--- config.mk ---
export PLATFORM = sky130hd
export DESIGN_NAME = bcd_cnt_ctrl
export DESIGN_NICKNAME = d
export VERILOG_FILES = /design/src/rtl/bcd_cnt_ctrl.sv
export SDC_FILE = /design/constraint.sdc
export NUM_CORES = 1
export LEC_CHECK = 0
export ABC_AREA = 1
export BUFFER_PORTS_ARGS = -buffer_cell sky130_fd_sc_hd__buf_2
export CORE_ASPECT_RATIO = 1.75
export CORE_MARGIN = 2
export CORE_UTILIZATION = 58
export CTS_BUF_LIST = sky130_fd_sc_hd__clkbuf_4 sky130_fd_sc_hd__clkbuf_8 sky130_fd_sc_hd__clkbuf_16
export CTS_CLUSTER_DIAMETER = 40
export DETAILED_ROUTE_END_ITERATION = 10
export HOLD_SLACK_MARGIN = 0.15
export PLACE_DENSITY = 0.8
export SLEW_MARGIN = 20
export SYNTH_ARGS = -nofsm -noshare
export SYNTH_HDL_FRONTEND = slang
export SYNTH_SLANG_ARGS = --single-unit
--- constraint.sdc ---
create_clock -name clk -period 1.91 [get_ports clk]
set_input_delay 0.2865 -clock clk [delete_from_list [all_inputs] [get_ports clk]]
set_output_delay 0.2865 -clock clk [all_outputs]
set_load 0.005 [all_outputs]
--- src/rtl/bcd_cnt_ctrl.sv ---
// Run controller for a 3-digit BCD stopwatch counter: button edges drive a
// start/pause/resume/stop FSM that issues prescaled increment and clear strobes.
module bcd_cnt_ctrl #(
    parameter int          TICK_DIV = 100_000_000,
    parameter int          DIV_W    = 27,
    parameter logic [11:0] LIMIT    = 12'h999
) (
    input  logic        clk,
    input  logic        rst,
    input  logic        start_btn,
    input  logic        stop_btn,
    input  logic [11:0] cnt,
    output logic        inc,
    output logic        clr,
    output logic        running,
    output logic        paused,
    output logic        done
);

    typedef enum logic [1:0] {
        ST_IDLE  = 2'd0,
        ST_RUN   = 2'd1,
        ST_PAUSE = 2'd2,
        ST_DONE  = 2'd3
    } state_t;

    localparam logic [DIV_W-1:0] DIV_LAST = DIV_W'(TICK_DIV - 1);
    localparam logic [DIV_W-1:0] DIV_ONE  = DIV_W'(1);

    state_t             r_state;
    state_t             w_state_nxt;
    logic               r_start_q;
    logic               r_stop_q;
    logic [DIV_W-1:0]   r_div_cnt;
    logic [DIV_W-1:0]   w_div_nxt;
    logic               w_start_e;
    logic               w_stop_e;
    logic               w_tick;
    logic               w_inc;
    logic               w_clr;

    assign w_start_e = start_btn & ~r_start_q;
    assign w_stop_e  = stop_btn & ~r_stop_q;
    assign w_tick    = (r_div_cnt == DIV_LAST);

    // Next-state, prescaler and strobe decisions; stop always outranks start and tick.
    always_comb begin
        w_state_nxt = r_state;
        w_div_nxt   = r_div_cnt;
        w_inc       = 1'b0;
        w_clr       = 1'b0;
        case (r_state)
            ST_IDLE: begin
                w_div_nxt = {DIV_W{1'b0}};
                if (w_stop_e) begin
                    w_clr = 1'b1;
                end else if (w_start_e) begin
                    w_state_nxt = ST_RUN;
                end else begin
                    w_state_nxt = ST_IDLE;
                end
            end
            ST_RUN: begin
                if (w_stop_e) begin
                    w_state_nxt = ST_IDLE;
                    w_clr       = 1'b1;
                    w_div_nxt   = {DIV_W{1'b0}};
                end else if (w_start_e) begin
                    // Prescaler freezes on the pause edge so resume keeps the phase.
                    w_state_nxt = ST_PAUSE;
                end else if (w_tick) begin
                    w_div_nxt = {DIV_W{1'b0}};
                    if (cnt == LIMIT) begin
                        w_state_nxt = ST_DONE;
                    end else begin
                        w_inc = 1'b1;
                    end
                end else begin
                    w_div_nxt = r_div_cnt + DIV_ONE;
                end
            end
            ST_PAUSE: begin
                if (w_stop_e) begin
                    w_state_nxt = ST_IDLE;
                    w_clr       = 1'b1;
                    w_div_nxt   = {DIV_W{1'b0}};
                end else if (w_start_e) begin
                    w_state_nxt = ST_RUN;
                end else begin
                    w_state_nxt = ST_PAUSE;
                end
            end
            ST_DONE: begin
                if (w_stop_e) begin
                    w_state_nxt = ST_IDLE;
                    w_clr       = 1'b1;
                    w_div_nxt   = {DIV_W{1'b0}};
                end else begin
                    w_state_nxt = ST_DONE;
                end
            end
            default: begin
                w_state_nxt = ST_IDLE;
                w_div_nxt   = {DIV_W{1'b0}};
            end
        endcase
    end

    // State, edge-detect and prescaler registers; button copies reset high to mask held buttons.
    always_ff @(posedge clk) begin
        if (!rst) begin
            r_state   <= ST_IDLE;
            r_start_q <= 1'b1;
            r_stop_q  <= 1'b1;
            r_div_cnt <= {DIV_W{1'b0}};
        end else begin
            r_state   <= w_state_nxt;
            r_start_q <= start_btn;
            r_stop_q  <= stop_btn;
            r_div_cnt <= w_div_nxt;
        end
    end

    // Registered outputs so strobes and flags appear one cycle after the decision.
    always_ff @(posedge clk) begin
        if (!rst) begin
            inc     <= 1'b0;
            clr     <= 1'b0;
            running <= 1'b0;
            paused  <= 1'b0;
            done    <= 1'b0;
        end else begin
            inc     <= w_inc;
            clr     <= w_clr;
            running <= (w_state_nxt == ST_RUN);
            paused  <= (w_state_nxt == ST_PAUSE);
            done    <= (w_state_nxt == ST_DONE);
        end
    end

endmodule
==> flow_metrics.env <==
export IMPL_fin_util_pct=66.3
export IMPL_synth_cell_types=30
export IMPL_cts_root_buf="clkbuf_8"
export IMPL_grt_overflow_total=0
export IMPL_hpwl_mm=4.22
export IMPL_r2r_cells=10
export IMPL_p_leak_uw=0.000946
export IMPL_h_tree_depth=2
export IMPL_coreArea_um2=3560
export IMPL_whs_path_depth=2
export IMPL_ys_ff_latch=36
export IMPL_wl_per_cell_um=14.2
export IMPL_switching_share_pct=22.2
export IMPL_finClkSkew_ps=7.41
export IMPL_synth_top_area_share_pct=34.0
export IMPL_crit_top_cell="nand2_4"
export IMPL_finalSetupTns_ps=0
export IMPL_max_freq_ghz=0.582
export IMPL_cts_buffers=5
export IMPL_synth_avg_cell_area_um2=6.52
export IMPL_synthToLayoutAreaGrowth_pct=11.2
export IMPL_ir_worst_vdd_mv=0.578
export IMPL_io_pin_count=21
export IMPL_synth_edf_count=0
export IMPL_antenna_found_initial=0
export IMPL_power_density_nw_per_um2=604
export IMPL_max_stage_delay_ps=360
export IMPL_worst_pin_slew_ps=442
export IMPL_insertion_delay_ps=290
export IMPL_cp_top_family="simple AND/OR/NAND/NOR gates"
export IMPL_critPathLaunchType="flip-flop"
export IMPL_grt_max_degree=16
export IMPL_synthCells=325
export IMPL_final_cell_mix="nand2_1 (61), inv_1 (53), nor2_1 (50), dfxtp_1 (36), nand3_1 (34)"
export IMPL_drive_above_1_share_pct=16.9
export IMPL_p_int_uw=1110
export IMPL_die_y_um=84.0
export IMPL_grt_pass1_vias=2169
export IMPL_period_needed_ps=1720
export IMPL_grt_usage_pct=29.0
export IMPL_clock_path_buffers=2
export IMPL_critPathBufInv=1
export IMPL_grt_pass1_wl_mm=9.19
export IMPL_crit_arrival_ps=1900
export IMPL_drv_cap=0
export IMPL_hold_violations=0
export IMPL_yosysWarnings=0
export IMPL_totalWireLength_mm=5.62
export IMPL_crit_chain="ha_1 -> nand3_1 -> inv_1 -> nand2_2 -> nor2_4 -> nand2_2 -> nand2_4 -> nand2_4 -> nand2_4 -> nor2_1"
export IMPL_slew_viol_final=0
export IMPL_finalCritPeriodShare_pct=89.9
export IMPL_p_clk_share_pct=41.3
export IMPL_hp_class="primary input to flip-flop"
export IMPL_cp_depth=10
export IMPL_cts_sink_count=36
export IMPL_io_buffers=20
export IMPL_nets=366
export IMPL_yosysTopAreaCell="dfxtp_1"
export IMPL_endpoint_kind="flip-flop"
export IMPL_die_area_um2=4170
export IMPL_ant_nets=0
export IMPL_p_comb_share_pct=5.3
export IMPL_gp_congestion=0.991
export IMPL_cts_hold_buf=0
export IMPL_die_w_um=49.7
export IMPL_hold_slack_ps=201
export IMPL_relSlewSlack_pct=70.3
export IMPL_vias=2198
export IMPL_status="finished clean"
export IMPL_drtPass1Iterations=4
export IMPL_seq_power_share_pct=53.4
export IMPL_synthesis_area_um2=2120
export IMPL_slowest_stage="dfxtp_1"
export IMPL_netlist_top_cells_area="dfxtp_1 (34%), nand2_1 (11%), inv_1 (9.4%)"
export IMPL_syn_num_nets=342
export IMPL_drt_iter0_drc=98
export IMPL_viasPerCell=5.55
export IMPL_async_flop_share_pct=0
export IMPL_start_util_pct=59.6
export IMPL_crit_required_ps=2090
export IMPL_antenna_cells=0
export IMPL_p_switching_uw=316
export IMPL_rsz0062_at_grt="false"
export IMPL_cts_setup_buffers=0
export IMPL_total_power_uw=1420
export IMPL_crit_fanout=13
export IMPL_synth_ff_type="dfxtp_1"
export IMPL_path_class="flip-flop to flip-flop"
export IMPL_cts_tree="yes"
export IMPL_rows=29
export IMPL_synth_seq_area_share_pct=34.0
export IMPL_ctsResizeCount=0
export IMPL_clk_pin_slew_worst_paths_ps=70
export IMPL_setup_viol=0
export IMPL_drc=0
export IMPL_layout_commonest_cell="nand2_1"
synth_stat cells (all sizes together), types with 2 or more instances:
| master | instances |
|---|---|
| a21oi | 14 |
| buf | 6 |
| dfxtp | 36 |
| inv | 56 |
| nand2 | 68 |
| nand3 | 34 |
| nand3b | 2 |
| nand4 | 14 |
| nor2 | 59 |
| nor3 | 16 |
| nor3b | 3 |
| nor4 | 3 |
| o21ai | 6 |
| o21bai | 2 |
| xor2 | 2 |
power groups by stage:
stage               combinational, uW  sequential (uW)  clock, uW
global placement                 74.1              776          0
global route                     85.3              759        618
detailed placement               75.6              777          0
CTS                              75.9              759        590
floorplan                        49.6              776          0
finish                           76.0              759        587
flip-flops by register name, summed over array words and instances, names as in the netlist:
register,cells
running,1
r_div_cnt,27
clr,1
r_start_q,1
done,1
inc,1
r_state,2
paused,1
r_stop_q,1
cells by family (layout without fill, tap and decap cells):
group	Yosys count	count (layout)	synth area share, %
flops	36	36	34.0
xor+xnor	2	2	0.827
compound gates	24	24	6.08
simple gates	200	200	46.6
buf+inv	62	87	11.9
fa+ha+maj	1	1	0.590
path summary, 6_finish.rpt:
check	startpoint	endpoint	slack (ps)
max	r_div_cnt[0]	r_div_cnt[12]	190
min	start_btn	r_start_q	200
max reg2reg	r_div_cnt[0]	r_div_cnt[12]	190
min reg2reg	r_div_cnt[23]	r_div_cnt[23]	470
per-layer routing:
| metal | global-route usage, % | routed length, um | vias up |
|---|---|---|---|
| met3 | 5.73 | 335 | 36 |
| met2 | 53.2 | 2960 | 85 |
| met4 | 21.7 | 361 | 0 |
| li1 | - | - | 1088 |
| met5 | 0 | 0 | - |
| met1 | 26.8 | 1960 | 989 |
metrics by stage:
| stage | worst slack (ps) | cells | instance area (um^2) |
|---|---|---|---|
| after floorplan | 409 | 325 | 2120 |
| after global placement | 281 | 388 | 2260 |
| after detailed placement | 219 | 388 | 2260 |
| after CTS | 196 | 396 | 2360 |
| after global routing | 7.34 | 396 | 2360 |
| final | 192 | 396 | 2360 |
layout make-up:
cell class / count / area (um^2)
Fill cell: 351 / 1200
Multi-Input combinational cell: 227 / 1150
Sequential cell: 36 / 721
Inverter: 56 / 210
Timing Repair Buffer: 23 / 123
Clock buffer: 8 / 97.6
Tap cell: 46 / 57.6
Note: power is estimated with default switching activity, not from simulation.
